`config.mk`:
```
export PLATFORM = sky130hd
export DESIGN_NAME = bin2bcd_8dig
export DESIGN_NICKNAME = d
export VERILOG_FILES = /design/src/rtl/bin2bcd_pkg.sv /design/src/rtl/bin2bcd_digit_adj.sv /design/src/rtl/bin2bcd_8dig.sv
export SDC_FILE = /design/constraint.sdc
export NUM_CORES = 1
export LEC_CHECK = 0
export ABC_AREA = 1
export CORE_MARGIN = 2
export CORE_UTILIZATION = 37
export DETAILED_ROUTE_END_ITERATION = 8
export GPL_TIMING_DRIVEN = 0
export HOLD_SLACK_MARGIN = 0.15
export PLACE_DENSITY = 0.62
export SLEW_MARGIN = 20
export SYNTH_ARGS = -nofsm -noshare
export SYNTH_HDL_FRONTEND = slang
export SYNTH_SLANG_ARGS = --single-unit
```
`constraint.sdc`:
```
create_clock -name iCLK -period 1.8 [get_ports iCLK]
set_clock_uncertainty 0.05 [all_clocks]
set_input_delay 0.36 -clock iCLK [delete_from_list [all_inputs] [get_ports iCLK]]
set_output_delay 0.36 -clock iCLK [all_outputs]
set_load 0.01 [all_outputs]
```
`src/rtl/bin2bcd_pkg.sv`:
```
// Shared constants, FSM state type and sizing helper for the 8-digit binary-to-BCD converter.
package bin2bcd_pkg;

    localparam int          BIN_W_DEF = 27;
    localparam int          DIGITS    = 8;
    localparam logic [26:0] MAX_VAL   = 27'd99_999_999;
    localparam logic [31:0] BCD_SAT   = 32'h9999_9999;

    typedef enum logic [1:0] {
        IDLE   = 2'd0,
        SHIFT  = 2'd1,
        FINISH = 2'd2
    } state_e;

    function automatic int cnt_width(input int bin_w);
        return $clog2(bin_w + 1);
    endfunction

endpackage

```
`src/rtl/bin2bcd_digit_adj.sv`:
```
// Double-dabble nibble correction: add 3 to any BCD digit of 5 or more before the shift.
module bcd_digit_adj (
    input  logic [3:0] din_i,
    output logic [3:0] dout_o
);

    // A digit is at most 9 here, so the 4-bit sum never carries out.
    assign dout_o = (din_i >= 4'd5) ? din_i + 4'd3 : din_i;

endmodule

```
`src/rtl/bin2bcd_8dig.sv`:
```
// Sequential shift-and-add-3 binary-to-BCD converter, one input bit per clock, with
// leading-zero blanking and optional saturation for the 8-digit display bank.
module bin2bcd_8dig
    import bin2bcd_pkg::*;
#(
    parameter int BIN_W    = BIN_W_DEF,
    parameter bit BLANK_EN = 1'b1,
    parameter bit SAT_EN   = 1'b1
) (
    input  logic             iCLK,
    input  logic             iRST,
    input  logic [BIN_W-1:0] iBIN,
    input  logic             iSTART,
    output logic             oBUSY,
    output logic             oDONE,
    output logic             oOVF,
    output logic [31:0]      oDIG,
    output logic [7:0]       oON_OFF
);

    localparam int CNT_W = cnt_width(BIN_W);
    localparam int DIG_W = 4 * DIGITS;
    localparam int ACC_W = DIG_W + 4;
    localparam logic [CNT_W-1:0] LAST_CNT = CNT_W'(BIN_W - 1);

    state_e              state_q, state_d;
    logic [CNT_W-1:0]    cnt_q, cnt_d;
    logic [BIN_W-1:0]    bin_q, bin_d;
    logic [ACC_W-1:0]    acc_q, acc_d;
    logic                ovf_q, ovf_d;
    logic [DIG_W-1:0]    dig_q, dig_d;
    logic [DIGITS-1:0]   on_q, on_d;
    logic                ovfo_q, ovfo_d;
    logic                done_q, done_d;

    logic [ACC_W-1:0]    adj_w;
    logic                in_ovf_w;
    logic [DIG_W-1:0]    fin_dig_w;
    logic [DIGITS-1:0]   fin_on_w;
    logic                seen_w;

    assign in_ovf_w = 32'(iBIN) > 32'(MAX_VAL);

    // The ninth nibble holds the 10^8 digit that a 27-bit value can reach.
    for (genvar g = 0; g < DIGITS + 1; g++) begin : g_adj
        bcd_digit_adj u_adj (
            .din_i  (acc_q[4*g +: 4]),
            .dout_o (adj_w[4*g +: 4])
        );
    end

    always_comb begin
        fin_dig_w = (SAT_EN && ovf_q) ? BCD_SAT : acc_q[DIG_W-1:0];
        fin_on_w  = '0;
        seen_w    = 1'b0;
        for (int unsigned i = 0; i < DIGITS; i++) begin
            seen_w = seen_w | (fin_dig_w[4*(DIGITS-1-i) +: 4] != 4'd0);
            fin_on_w[DIGITS-1-i] = seen_w | !BLANK_EN;
        end
        fin_on_w[0] = 1'b1;
    end

    always_comb begin
        state_d = state_q;
        cnt_d   = cnt_q;
        bin_d   = bin_q;
        acc_d   = acc_q;
        ovf_d   = ovf_q;
        dig_d   = dig_q;
        on_d    = on_q;
        ovfo_d  = ovfo_q;
        done_d  = 1'b0;
        case (state_q)
            IDLE: begin
                if (iSTART) begin
                    bin_d   = iBIN;
                    acc_d   = '0;
                    ovf_d   = in_ovf_w;
                    cnt_d   = '0;
                    state_d = SHIFT;
                end
            end
            SHIFT: begin
                {acc_d, bin_d} = {adj_w, bin_q} << 1;
                cnt_d = cnt_q + CNT_W'(1);
                if (cnt_q == LAST_CNT) begin
                    state_d = FINISH;
                end
            end
            FINISH: begin
                dig_d   = fin_dig_w;
                on_d    = fin_on_w;
                ovfo_d  = ovf_q;
                done_d  = 1'b1;
                state_d = IDLE;
            end
            default: state_d = IDLE;
        endcase
    end

    always_ff @(posedge iCLK) begin
        if (iRST) begin
            state_q <= IDLE;
            cnt_q   <= '0;
            bin_q   <= '0;
            acc_q   <= '0;
            ovf_q   <= 1'b0;
            dig_q   <= '0;
            on_q    <= DIGITS'(1);
            ovfo_q  <= 1'b0;
            done_q  <= 1'b0;
        end else begin
            state_q <= state_d;
            cnt_q   <= cnt_d;
            bin_q   <= bin_d;
            acc_q   <= acc_d;
            ovf_q   <= ovf_d;
            dig_q   <= dig_d;
            on_q    <= on_d;
            ovfo_q  <= ovfo_d;
            done_q  <= done_d;
        end
    end

    assign oBUSY   = (state_q != IDLE);
    assign oDONE   = done_q;
    assign oOVF    = ovfo_q;
    assign oDIG    = dig_q;
    assign oON_OFF = on_q;

endmodule
```
Word level (Yosys, flattened, before mapping)
Cells that the tools add are included.

Bits in registers: 112. Latch bits: 0. RAM bits: 0. Memory bits (read-only): 0. Input bits: 30. Output and inout bits: 43. Logic and storage cells: 73. Memories kept: 0.

Add/subtract/negate cells: 10. Multiply operators: 0. Div/mod/pow operators: 0. Magnitude comparators: 10. Equality and inequality tests: 5. Shifts and indexed selects: 0. Multiplexer cells: 20. Bitwise operators: 6. Reductions and logical operators: 13.

Operator list (count): 36-bit case mux with 2 select lines (1); 27-bit case mux with 2 select lines (1); 4-bit by 3-bit >= comparator with 1-bit output, second input constant (9); 36-bit two-way mux (1); 4-bit by 2-bit adder with 4-bit output, second input constant (8); 32-bit two-way mux (1); 4-bit two-way mux (8); 4-bit nonzero test (7); 27-bit > comparator, second input constant (1); 27-bit two-way mux (1); 5-bit case mux with 2 select lines (1); 1-bit bitwise OR (6); 2-bit AND reduction (3); 5-bit by 1-bit adder with 5-bit output, second input constant (1); 5-bit == test, second input constant (1); 5-bit two-way mux (1); 2-bit two-way mux (2); 2-bit inequality test, second input constant (2); 2-bit case mux with 2 select lines (1); 2-bit nonzero test (2); 3-bit by 2-bit adder with 3-bit output, second input constant (1); 3-bit two-way mux (1); 2-bit by 1-bit == test with 1-bit output, second input constant (1); 2-bit == test, second input constant (1); 2 further kinds (2).

Depth between registers and ports, before layout
Gate-level depths: netlist of run 1.

Depth in word-level cells: 8. Gate-level depth with buffers: 9. Gate-level depth less buffers: 9.

Hierarchy
A second synthesis of run 1 with hierarchy kept.

Cells, all modules: 689. Area total of the unflattened synthesis: 5320.1 sq um.

Modules (own cells, without submodules): bin2bcd_8dig (instances 1, cells an instance 505, area each 4239.1 sq um, sequential area each 2162.1 sq um); bcd_digit_adj (instances 8, cells an instance 23, area each 135.1 sq um, sequential area each 0.0 sq um).

Worst setup path before layout of run 1
OpenSTA, ideal clock, no wires.

Path type: flip-flop to flip-flop. Start: register acc_q[8]. End: register acc_q[10]. Library setup time: 0.132 ns. Data arrival time: 1.266 ns. Setup slack: 0.352 ns. Cell stages (with the launch flop): 8. Buffers on the path: 0. Cell sequence: dfxtp_1 > inv_1 > ha_1 > or2_2 > nand3_1 > a21oi_1 > o21ai_0 > a21oi_1.

Word-level cells in the longest chain between the ends: 3.

RTL lines: from (decl) (RTL line bin2bcd_8dig.sv:29) `logic [ACC_W-1:0] acc_q, acc_d;`; from (signal assigned) (RTL line bin2bcd_8dig.sv:106) `acc_q <= '0;`; from (signal assigned) (RTL line bin2bcd_8dig.sv:116) `acc_q <= acc_d;`; 4-bit by 2-bit adder with 4-bit output or 4-bit by 3-bit >= comparator with 1-bit output (tied branches) (RTL line bin2bcd_digit_adj.sv:8) `assign dout_o = (din_i >= 4'd5) ? din_i + 4'd3 : din_i;`; 4-bit two-way mux * (RTL line bin2bcd_digit_adj.sv:8); 36-bit case mux with 2 select lines * (RTL line bin2bcd_8dig.sv:73) `case (state_q)`.

Mark *: on every way between the ends. The rest lies on a longest branch, timed or not. A chain may end at the register's enable or synchronous reset.

Worst setup path in the final report of run 1
Start: register on_q[5], in the netlist oON_OFF[5]. End: output port oON_OFF[5].

RTL lines: from (decl) (RTL line bin2bcd_8dig.sv:32) `logic [DIGITS-1:0] on_q, on_d;`; from (signal assigned) (RTL line bin2bcd_8dig.sv:119) `on_q <= on_d;`; to (decl) (RTL line bin2bcd_8dig.sv:18) `output logic [7:0] oON_OFF`.

No word-level cell between the ends.

==> summary.txt, run 1 <==
Clocking
  • Post-CTS Hold Buffers: 0
  • CTS tree: yes
  • Clk root buf: clkbuf_16
  • Max clock buf depth: 2
  • Clock sink count: between 100 and 150
  • Cts bufs inserted: 9
  • Worst-path clk slew: approximately 70 ps
  • H-tree levels: 3
  • Clk_lat worst skew: between 300 and 400 ps
  • Post-CTS Setup Bufs: 0

Die
  • I/O Pins: 73
  • Die area: around 0.015 mm^2
  • Die Wd: between 100 and 150 um
  • Floorplan core area: 0.0132 mm^2
  • Starting Density: about 38%
  • Vert. Die Dim: about 120 um
  • # rows: 42

Synthesis
  • Post-synth ARST share: 0%
  • Post-synthesis cell type count: 29
  • Synthesized cell area: roughly 0.0050 mm^2
  • Seq/Total Area, Yosys: a little over two fifths
  • Cells after Synth: approximately 660
  • Synthesized flop and latch total: about 110
  • Top cells by count, synth: dfxtp_1 (108), nand2_1 (106), a21oi_1 (76), inv_1 (76), nor2_1 (58)
  • Count leader, synth: dfxtp_1
  • Ys flop type: dfxtp_1
  • Yosys top cell by area: dfxtp_1
  • Post-synth top area share: 43.1%
  • Largest cells by area after synthesis: dfxtp_1 (43%), nand2_1 (7.9%), a21oi_1 (7.6%)
  • Yosys Warn Count: 0
  • Syn Area/Cell: 7.61 um^2
  • Number of synthesized flops with an enable pin: 0
  • Mapped Nets: a little over 700

Global routing
  • Vias in the first global route: around 4.6k
  • First-pass GRT wire length: between 20 and 25 mm
  • GRT overflow: 0
  • Initial antenna violation count: 0
  • Tot GR Track Use: a little over a fifth
  • Largest net degree at the start of global routing: 20

Critical path
  • Critical-path cell list: clkdlybuf4s50_1
  • Crit path arrival time: approximately 1300 ps
  • Delay-heaviest family, CP: buffers and inverters
  • R2R Setup Slk: about 120 ps
  • Buf/Inv on CP: 1
  • CP required: around 1400 ps
  • Slowest CP cell: clkdlybuf4s50_1
  • Crit-path max cell delay: 560 ps
  • Crit end category: output pin
  • Worst setup SP type: register
  • Setup CP Type: reg2out
  • Worst-path maximum fanout: 2

Timing
  • Worst slew margin: roughly 60%
  • Final worst-path cycle share: 94.5%
  • Fmax: about 0.59 GHz
  • Unrepaired setup endpoints after global routing: false
  • Max-slew violation count: 0
  • Final hold violations: 0
  • Fin crit period: 1700 ps
  • Final WS setup: 99.1 ps
  • Worst slew pin tran: between 600 and 700 ps
  • Total Neg Setup Slack: 0 ps
  • # setup viols final: 0

Routing
  • DRT Wirelength: around 15 mm
  • DRT antenna net count: 0
  • TritonRoute pass-1 iters: 6
  • First DRT Iteration DRCs: roughly 450
  • Via count: approximately 4.8k
  • Residual DRC: 0
  • Avg WL per Cell: between 15 and 20 um
  • Vias/cell: between 5 and 6

Placed design
  • Dpl hpwl: between 10 and 15 mm
  • Placed insts: about 910
  • Port buffer count: between 70 and 80
  • Post-placement setup slack: -719 ps
  • Routability cong.: just under 0.9

Cells and area
  • Layout Area Growth over Synthesis: 24.1%
  • Reg area: roughly 0.0022 mm^2
  • # diodes: 0
  • Fillers: around 1.3k
  • Fin cells: 921
  • Proportion of layout cells with a drive suffix above 1: under 10%
  • Final #Nets: 788
  • Multi-input logic area: around 0.0024 mm^2

Power and ir drop
  • Peak VDD IR: 0.443 mV
  • Power per cell area: a little under 800 mW/mm^2
  • P_leak: 2.36 nW

Job
  • Max-Cap Viols: 0

Worst hold path
  • Hold/Removal Path Class: reg2reg

Run status
  • Outcome: completed
metal layers:
layer  share of wire, %  vias to the layer above  global-route usage (%)  wire (um)
met2                 45                      199                    32.3       6600
met5                  0                        -                       0          0
met1                 45                     2220                    28.9       6620
met3                8.4                       24                    3.87       1250
li1                   -                     2388                       -          -
met4                2.0                        0                    7.41        293
cell families (layout without fill, tap and decap cells):
logic type / count (synthesis) / after routing / synth area share (%)
buffers and inverters: 113 / 199 / 9.56
AND/OR/NAND/NOR: 230 / 230 / 20.0
AO/OA/AOI/OAI: 182 / 182 / 21.5
other: 1 / 1 / 0.0748
flip-flops: 108 / 108 / 43.1
adder cells (fa/ha/maj): 18 / 18 / 4.49
XOR/XNOR: 7 / 7 / 1.22
report_power, final:
part | internal (W) | switching [W] | total [W]
Clock | 0.000981 | 0.000844 | 0.00182
Combinational | 0.000182 | 0.000306 | 0.000488
Sequential | 0.00246 | 0.0000343 | 0.00249
final timing paths:
check	from	to	cells past startpoint
max	oON_OFF[5]	oON_OFF[5]	1
min	bin_q[15]	bin_q[15]	2
max reg2reg	ovf_q	oON_OFF[1]	9
min reg2reg	bin_q[15]	bin_q[15]	2
sequential cells by signal (all words and copies together), names as in the netlist:
name,flops
oON_OFF,7
oDIG,32
oOVF,1
acc_q,32
bin_q,27
state_q,2
cnt_q,5
oDONE,1
ovf_q,1
what timing repair did:
action	in CTS	in global routing
gates resized for setup	1	16
endpoints found under the setup margin	11	33
gates cloned	0	0
placed cells by master, fill, tap and decap left out, types with 16 or more instances in the layout:
cell,Yosys,layout
clkdlybuf4s50_1,0,70
a21oi_1,76,76
o221ai_1,16,16
nand2_1,106,106
nand3_1,32,32
nor2_1,58,58
ha_1,18,18
inv_1,76,76
dfxtp_1,108,107
o21ai_0,49,49
stage by stage:
stage,utilization [%],total power (W),hold slack (ps),instance area [um^2]
6_report,47.0,0.00480,401,6220
5_1_grt,47.0,0.00500,422,6220
4_1_cts,46.9,0.00484,404,6210
3_5_place_dp,44.9,0.00303,394,5950
3_3_place_gp,44.9,0.00302,384,5950
2_1_floorplan,-,0.00282,375,5010
layout make-up:
cell class                 count  area share (%)
buffer                        33            2.98
inverter                      79            4.81
timing repair buffer          71            11.4
multi-input combinational    438            38.2
clock inverter                 1           0.121
sequential                   108            34.8
clock buffer                  15            4.14
tap                          176            3.54
(Power assumes the default switching activity.)
==> inputs of run 2 (changes only) <==
CORE_UTILIZATION = 54   (was 37)
PLACE_DENSITY = 0.83   (was 0.62)
==> summary.txt, run 2 (same netlist as run 1, synthesis figures left out) <==
Critical path
  • Worst setup SP type: primary input
  • Delay-heaviest family, CP: buffers and inverters
  • CP Launch Point: iRST
  • Crit path arrival time: 1910 ps (+620 ps)
  • CP required: 1980 ps (+590 ps)
  • Slowest CP cell: clkbuf_1
  • Worst-path maximum fanout: 19 (+17)
  • Crit end category: register
  • Worst r2r dst: acc_q[14]
  • Setup CP Type: in2reg
  • Buf/Inv on CP: 3 (+2)
  • Critical-path cell list: clkdlybuf4s50_1 > buf_2 > clkbuf_1 > nor2_1
  • Crit path capture: acc_q[0]
  • Worst r2r src: acc_q[12]
  • Worst path depth: 4 (+3)
  • R2R Setup Slk: 110 ps (about the same)
  • Crit-path max cell delay: 530 ps (-30 ps)
  • R2R depth: 7 (-2)

Cells and area
  • # diodes: 0 (unchanged)
  • Most common cell after layout, fill and taps aside: nand2_1
  • Proportion of layout cells with a drive suffix above 1: 7.79% (-0.13 points)
  • Layout Area Growth over Synthesis: 21.1%
  • Final #Nets: 788 (unchanged)
  • Utilization after layout: 66.6% (+20 points)
  • Fillers: 769 (-42%)
  • Most frequent cells in the layout: nand2_1 (106), dfxtp_1 (104), inv_1 (76), a21oi_1 (76), clkdlybuf4s50_1 (70)

Job
  • Max-Cap Viols: 0 (unchanged)

Routing
  • DRT Wirelength: 14.2 mm (-3.7%)
  • Avg WL per Cell: 16.6 um (+3.6%)
  • TritonRoute pass-1 iters: 5 (-1)
  • Residual DRC: 0 (unchanged)
  • DRT antenna net count: 0 (unchanged)
  • Vias/cell: 5.85 (+12%)
  • First DRT Iteration DRCs: 430 (-4.2%)
  • Via count: 5,007 (+3.6%)

Timing
  • Fin crit period: 1720 ps (+22.4 ps)
  • Fin Hold WS: 404 ps (+2.83 ps)
  • Unrepaired setup endpoints after global routing: false
  • Worst slew pin tran: 615 ps (+14.0 ps)
  • Final hold violations: 0 (unchanged)
  • Worst slew margin: 59.0% (-0.93 points)
  • Final worst-path cycle share: 95.7% (+1.2 points)
  • Max-slew violation count: 0 (unchanged)
  • Fmax: 0.580 GHz (-1.3%)
  • # setup viols final: 0 (unchanged)

Clocking
  • Worst-path clk slew: 100 ps (+30 ps)
  • H-tree levels: 3 (unchanged)
  • Max clock buf depth: 2 (unchanged)
  • Clk_lat worst skew: 370 ps (+20 ps)
  • Post-CTS Hold Buffers: 0 (unchanged)
  • Clock sink count: 108 (unchanged)
  • Cts bufs inserted: 9 (unchanged)
  • # resized after CTS: 3 (+2)
  • CTS tree: yes
  • Clk root buf: clkbuf_8
  • Post-CTS Setup Bufs: 0 (unchanged)

Die
  • Die area: 0.0101 mm^2 (-31%)
  • # rows: 35 (-17%)
  • Vert. Die Dim: 100 um (-17%)
  • Floorplan core area: 0.00911 mm^2 (-31%)
  • Starting Density: 55.1% (+17 points)
  • I/O Pins: 73 (unchanged)
  • Die Wd: 100 um (-17%)

Global routing
  • GRT overflow: 0 (unchanged)
  • Tot GR Track Use: 28.9% (+8.0 points)
  • Initial antenna violation count: 0 (unchanged)
  • Vias in the first global route: 4,980 (+9.4%)
  • First-pass GRT wire length: 23.3 mm (-1.7%)
  • Largest net degree at the start of global routing: 20 (unchanged)

Power and ir drop
  • Peak VDD IR: 0.622 mV (+40%)
  • P_leak: 2.32 nW (-1.9%)
  • Power per cell area: 739 mW/mm^2 (-4.3%)

Placed design
  • Port buffer count: 71 (unchanged)
  • Routability cong.: 0.926 (+6.9%)
  • Dpl hpwl: 9.92 mm (-4.1%)

Worst hold path
  • Hold Path Cell Cnt: 2 (unchanged)
  • Hold/Removal Path Class: reg2reg

Run status
  • Outcome: completed
-- run 2: cell count changes in the layout (fill, tap and decap cells not counted), moves of 3 or more --
cell       before  now
clkbuf_1       10   13
clkbuf_16       9    0
clkbuf_2        7    0
clkbuf_8        1   10
dfxtp_1       107  104
dfxtp_2         1    4
-- run 2: metrics by stage --
stage                     setup WS, ps  cell area [um^2]  TNS, ps  instances  total power (W)
after floorplan                    352              5010        0        659          0.00282
after global placement            -606              5860   -11660        841          0.00300
after detailed placement          -674              5860   -13390        841          0.00302
after CTS                         92.3              6060        0        856          0.00450
after global routing              7.15              6070        0        856          0.00464
final                             76.8              6070        0        856          0.00449
-- run 2: power breakdown --
group / internal, W / switching (W)
Combinational: 0.000180 / 0.000301
Clock: 0.000688 / 0.000826
Sequential: 0.00246 / 0.0000355
Total: 0.00332 / 0.00116
-- run 2: how the worst min path moves through the flow --
| stage | from | end | slack (ps) |
|---|---|---|---|
| CTS | bin_q[4] | bin_q[4] | 400 |
| global route | bin_q[6] | bin_q[6] | 430 |
| global placement | bin_q[13] | bin_q[13] | 390 |
| floorplan | bin_q[1] | bin_q[1] | 370 |
| detailed placement | bin_q[13] | bin_q[13] | 390 |
| finish | bin_q[13] | bin_q[13] | 400 |
-- run 2: area by class of cell --
cell class                 count  area (um^2)  share of cell area [%]
buffer                        33          176                    2.91
clock buffer                  11          141                    2.33
clock inverter                 5         60.1                   0.989
inverter                      79          299                    4.93
multi-input combinational    438         2380                    39.2
sequential                   108         2170                    35.7
tap                          111          139                    2.29
timing repair buffer          71          709                    11.7
-- run 2: worst reg2reg max path: cells and delay by family (launching register included) --
| kind | cells | cell delay (ps) |
|---|---|---|
| flip-flops | 1 | 460 |
| AND/OR/NAND/NOR | 2 | 460 |
| AO/OA/AOI/OAI | 3 | 270 |
| adder cells (fa/ha/maj) | 1 | 220 |
| buffers and inverters | 1 | 120 |
-- run 2: routing by layer --
layer  up-vias  global-route usage (%)  part of all wire (%)  wire length [um]
met5         -                       0                     0                 0
met4         0                    16.6                   3.4               490
met3        55                    4.39                   7.8              1100
met2       269                    47.0                    46              6580
met1      2307                    36.4                    42              6030
li1       2376                       -                     -                 -
==> inputs of run 3 (changes only) <==
--- a/config.mk
+++ b/config.mk
@@ -13,5 +13,5 @@
 export HOLD_SLACK_MARGIN = 0.15
 export PLACE_DENSITY = 0.83
-export SLEW_MARGIN = 20
+export SLEW_MARGIN = 10
 export SYNTH_ARGS = -nofsm -noshare
 export SYNTH_HDL_FRONTEND = slang
--- a/constraint.sdc
+++ b/constraint.sdc
@@ -3,3 +3,3 @@
 set_input_delay 0.36 -clock iCLK [delete_from_list [all_inputs] [get_ports iCLK]]
 set_output_delay 0.36 -clock iCLK [all_outputs]
-set_load 0.01 [all_outputs]
+set_load 0.005 [all_outputs]
==> summary.txt, run 3 (same netlist as run 1, synthesis figures left out) <==
Run status
  • Outcome: completed

Die
  • # rows: 35 (unchanged)
  • Vert. Die Dim: 100 um (unchanged)
  • Starting Density: 55.1% (unchanged)
  • Die Wd: 100 um (unchanged)
  • Floorplan core area: 0.00911 mm^2 (unchanged)
  • Die area: 0.0101 mm^2 (unchanged)
  • I/O Pins: 73 (unchanged)

Routing
  • Top Layer Used: met4
  • Vias/cell: 5.85 (about the same)
  • Via count: 5,013 (+0.12%)
  • Residual DRC: 0 (unchanged)
  • DRT antenna net count: 0 (unchanged)
  • Met3 wire length: 1.34 mm (+22%)
  • Routed wl met2: 6.57 mm (-0.11%)
  • TritonRoute pass-1 iters: 6 (+1)
  • First DRT Iteration DRCs: 402 (-6.5%)
  • Avg WL per Cell: 16.6 um (about the same)
  • DRT Wirelength: 14.2 mm (about the same)
  • Wire length on met1: 5.85 mm (-3.0%)

Placed design
  • Dpl hpwl: 9.92 mm (unchanged)
  • Port buffer count: 71 (unchanged)
  • Placed insts: 841 (unchanged)
  • Routability cong.: 0.926 (unchanged)
  • Post-placement setup slack: -674 ps (unchanged)
  • Placed Instance Area: 0.00586 mm^2 (unchanged)

Global routing
  • Tot GR Track Use: 28.9% (+0.044 points)
  • Largest net degree at the start of global routing: 20 (unchanged)
  • Initial antenna violation count: 0 (unchanged)
  • GRT overflow: 0 (unchanged)
  • First-pass GRT wire length: 23.3 mm (about the same)
  • Vias in the first global route: 4,992 (+0.24%)

Cells and area
  • Proportion of layout cells with a drive suffix above 1: 7.91% (+0.12 points)
  • Utilization after layout: 66.7% (+0.082 points)
  • Most frequent cells in the layout: nand2_1 (106), dfxtp_1 (104), inv_1 (76), a21oi_1 (76), clkdlybuf4s50_1 (70)
  • # diodes: 0 (unchanged)
  • Final #Nets: 789 (+0.13%)
  • Fin cells: 857 (+0.12%)
  • Fin area: 0.00608 mm^2 (+0.12%)
  • Layout Area Growth over Synthesis: 21.2%
  • Most common cell after layout, fill and taps aside: nand2_1

Critical path
  • Worst setup SP type: primary input
  • Crit end category: register
  • Slowest CP cell: clkbuf_1
  • Critical-path cell list: clkdlybuf4s50_1 > buf_2 > clkbuf_1 > nor2_1
  • Crit path arrival time: 1910 ps (about the same)
  • R2R depth: 7 (unchanged)
  • Buf/Inv on CP: 3 (unchanged)
  • CP Launch Point: iRST
  • Crit-path max cell delay: 540 ps (about the same)
  • Worst path depth: 4 (unchanged)
  • Worst-path maximum fanout: 19 (unchanged)
  • CP required: 1980 ps (about the same)
  • Worst r2r dst: acc_q[14]
  • Delay-heaviest family, CP: buffers and inverters
  • Crit path capture: acc_q[0]
  • Worst r2r src: acc_q[12]
  • R2R Setup Slk: 100 ps (about the same)
  • Setup CP Type: in2reg

Power and ir drop
  • P_leak: 2.32 nW (+0.24%)
  • Power per cell area: 738 mW/mm^2 (-0.11%)
  • Peak VDD IR: 0.624 mV (+0.35%)

Clocking
  • H-tree levels: 3 (unchanged)
  • Clock sink count: 108 (unchanged)
  • CTS tree: yes
  • Worst-path clk slew: 110 ps (about the same)
  • Max clock buf depth: 2 (unchanged)
  • Clk_lat worst skew: 370 ps (about the same)
  • Cts bufs inserted: 9 (unchanged)
  • Clk root buf: clkbuf_8

Timing
  • Worst slew margin: 58.2% (-0.75 points)
  • Final worst-path cycle share: 96.2% (+0.45 points)
  • Max-slew violation count: 0 (unchanged)
  • # setup viols final: 0 (unchanged)
  • Fmax: 0.578 GHz (-0.46%)
  • Unrepaired setup endpoints after global routing: false
  • Total Neg Setup Slack: 0 ps (unchanged)
  • Final hold violations: 0 (unchanged)
  • Final WS setup: 68.7 ps (-8.04 ps)
  • Fin crit period: 1730 ps (+8.04 ps)
  • Worst slew pin tran: 626 ps (+11.3 ps)

Worst hold path
  • Hold/Removal Path Class: reg2reg

Job
  • Max-Cap Viols: 0 (unchanged)
run 3: tightest hold or removal path, cell delays in order (launching register included):
cell and delay, ps:
dfxtp_1 330, inv_1 50, a21oi_1 50
run 3: per-layer routing:
| layer | vias up | track usage, % |
|---|---|---|
| li1 | 2374 | - |
| met1 | 2312 | 36.4 |
| met3 | 52 | 4.39 |
| met2 | 275 | 47.2 |
| met4 | 0 | 16.6 |
| met5 | - | 0 |
run 3: layout make-up:
cell class / instances / area (um^2)
tap: 111 / 139
fill: 767 / 3030
inverter: 79 / 299
multi-input combinational: 438 / 2380
buffer: 33 / 176
timing repair buffer: 72 / 717
sequential: 108 / 2170
clock inverter: 5 / 60.1
clock buffer: 11 / 141
run 3: repair_timing:
item                                    in CTS  in global routing
setup buffers                                1                  0
gates resized for setup                      3                  3
endpoints found under the setup margin      11                  3
pin swaps                                    1                  0
hold buffers                                 0                  0
run 3: how the worst min path moves through the flow:
stage                    from         to  slack (ps)  depth (start not counted)
floorplan            bin_q[1]   bin_q[1]         370                          2
global placement    bin_q[13]  bin_q[13]         390                          2
detailed placement  bin_q[13]  bin_q[13]         390                          2
CTS                  bin_q[4]   bin_q[4]         400                          2
global route         bin_q[6]   bin_q[6]         430                          2
finish              bin_q[13]  bin_q[13]         400                          2
run 3: report_power, final:
| part | internal [W] | total, W | leakage [nW] | switching, W |
|---|---|---|---|---|
| registers | 0.00246 | 0.00249 | 0.878 | 0.0000352 |
| clock network | 0.000688 | 0.00152 | 0.0999 | 0.000828 |
| logic | 0.000180 | 0.000481 | 1.35 | 0.000301 |
| total | 0.00332 | 0.00449 | 2.32 | 0.00116 |
run 3: through the flow:
step	hold WS, ps	power (W)
global route	426	0.00464
global placement	385	0.00300
detailed placement	390	0.00302
floorplan	375	0.00282
CTS	404	0.00450
finish	404	0.00449
==> RTL edit, RTL diff (settings of run 3) <==
`SAT_EN`: 1'b1 -> 1'b0.
--- a/src/rtl/bin2bcd_8dig.sv
+++ b/src/rtl/bin2bcd_8dig.sv
@@ -7,3 +7,3 @@
     parameter bit BLANK_EN = 1'b1,
-    parameter bit SAT_EN   = 1'b1
+    parameter bit SAT_EN   = 1'b0
 ) (
Formal check against the unedited RTL: no difference found for any inputs over 10 cycles, from zero or initial values and one cycle with iRST high; that may be too few to reach the edited logic, so the function may still have changed.
==> RTL edit against run 3 <==
  * Final area shrank 0.80%
  * Sequential power hardly changed
  * Worst setup slack improved by 0.059 ns
  * Worst hold slack better by 0.0031 ns
  * Combinational power fell by 7.1%
  * Largest power group unchanged
  * Power decreased by 3.1%
  * Synthesized area fell by 0.62%
  * Sequential cell count stayed put
  * Routed wire length down 12%
  * Global-route usage down 3.1 points
  * Count of clock-buffer cells in the layout down 2
==> RTL edit: results (changes against run 3) <==
metric;value;unit;change
cp.arrival;1.26;ns;-0.65 ns
cap_violations;0;;unchanged
synth_edf_count;0;;unchanged
via_per_inst;5.60;;-4.3%
slowest_stage;clkdlybuf4s50_1;;
drt_iter0_drc;359;;-11%
max_stage_delay;0.51;ns;-0.03 ns
wire_per_inst;14.6;µm;-12%
path_max_fanout;2;;-17
syn_area_per_cell;7.51;µm²;-1.4%
yosysSeqAreaShare;43.4;%;+0.27 points
clock_latency;0.38;ns;
dp_cells;846;;+0.59%
grt_max_degree;20;;unchanged
synth_common_cells;nand2_1, dfxtp_1, a21oi_1;;
worst_slew_pin_slew;0.626;ns;-0.0000106 ns
grt_pass1_wl;20800;µm;-11%
cts-root-buf;clkbuf_8;;
antenna_found_initial;0;;unchanged
async_flop_share;0;%;unchanged
drive_gt1_share;5.45;%;-2.5 points
grt_pass1_vias;4530;;-9.3%
hold_path_class;register to register;;
p_leak;0.00250;µW;+7.6%
dr.pass1.iters;5;;-1
nets;802;;+1.6%
hpwlAfterDp;9190;µm;-7.3%
place_ws;-0.292;ns;+0.381 ns
status;completed;;
peakVddDrop;0.339;mV;-46%
critical-path-top-delay-family;buffers and inverters;;
cts_buffer_depth;2;;unchanged
diodes;0;;unchanged
sw_frac_of_total;27.5;%;+1.5 points
cts_buffers;9;;unchanged
place_congestion;0.916;;-1.0%
syn_nets;719;;+1.7%
wl;12600;µm;-12%
fillCellCount;773;;+0.78%
clk_pin_slew;0.10;ns;
yosys-top-cells-area;dfxtp_1, a21oi_1, nand2_1;;
grt.total_usage;25.8;%;-3.1 points
RTL edit: worst paths after layout:
kind | to | cells past startpoint | start | slack [ns]
worst max-delay path | oON_OFF[3] | 1 | oON_OFF[3]$_SDFFE_PP0P_ | 0.13
worst min-delay path | bin_q[13]$_SDFFE_PP0P_ | 2 | bin_q[13]$_SDFFE_PP0P_ | 0.41
worst max register to register | acc_q[2]$_SDFFE_PP0P_ | 7 | acc_q[0]$_SDFFE_PP0P_ | 0.15
worst min register to register | bin_q[13]$_SDFFE_PP0P_ | 2 | bin_q[13]$_SDFFE_PP0P_ | 0.41
RTL edit: logic make-up (layout without fill, tap and decap cells):
kind of cell | count (synthesis) | in the layout | share of synthesized area [%]
simple gates | 204 | 204 | 17.1
compound gates | 201 | 201 | 23.2
buf+inv | 124 | 212 | 9.84
flops | 108 | 108 | 43.4
fa+ha+maj | 25 | 25 | 6.28
other cells | 1 | 1 | 0.0752
xor+xnor | 1 | 1 | 0.176
RTL edit: layout make-up:
cell class	instances	area [µm²]	area share [%]
Inverter	91	342	5.67
Timing Repair Buffer	72	717	11.9
Sequential cell	108	2160	35.9
Clock inverter	7	58.8	0.975
Multi-Input combinational cell	432	2330	38.7
Buffer	33	153	2.53
Clock buffer	9	124	2.05
Tap cell	111	139	2.30
RTL edit: repair_timing:
action | CTS | global route
setup buffers | 1 | 0
setup endpoints to repair | 1 | 7
hold buffers | 0 | 0
gates resized for setup | 2 | 8
RTL edit: metrics by stage:
step | area, µm² | hold slack, ns | TNS, ns
floorplan | 4980 | 0.375 | 0
global placement | 5830 | 0.384 | -7.59
detailed placement | 5830 | 0.387 | -9.83
CTS | 6020 | 0.407 | 0
global route | 6030 | 0.431 | 0
finish | 6030 | 0.407 | 0
RTL edit: power by group through the flow:
stage / Sequential, µW / Combinational (µW) / Clock [µW]
6_report: 2490 / 447 / 1410
5_1_grt: 2500 / 490 / 1520
4_1_cts: 2490 / 440 / 1430
3_5_place_dp: 2550 / 439 / 0
3_3_place_gp: 2540 / 425 / 0
2_1_floorplan: 2540 / 262 / 0
RTL edit: layer usage:
| metal | part of all wire, % | GRT usage, % | vias up |
|---|---|---|---|
| met2 | 47 | 42.4 | 157 |
| met5 | 0 | 0 | - |
| met3 | 5.0 | 3.13 | 44 |
| met4 | 3.5 | 13.2 | 0 |
| met1 | 44 | 33.6 | 2237 |
| li1 | - | - | 2394 |
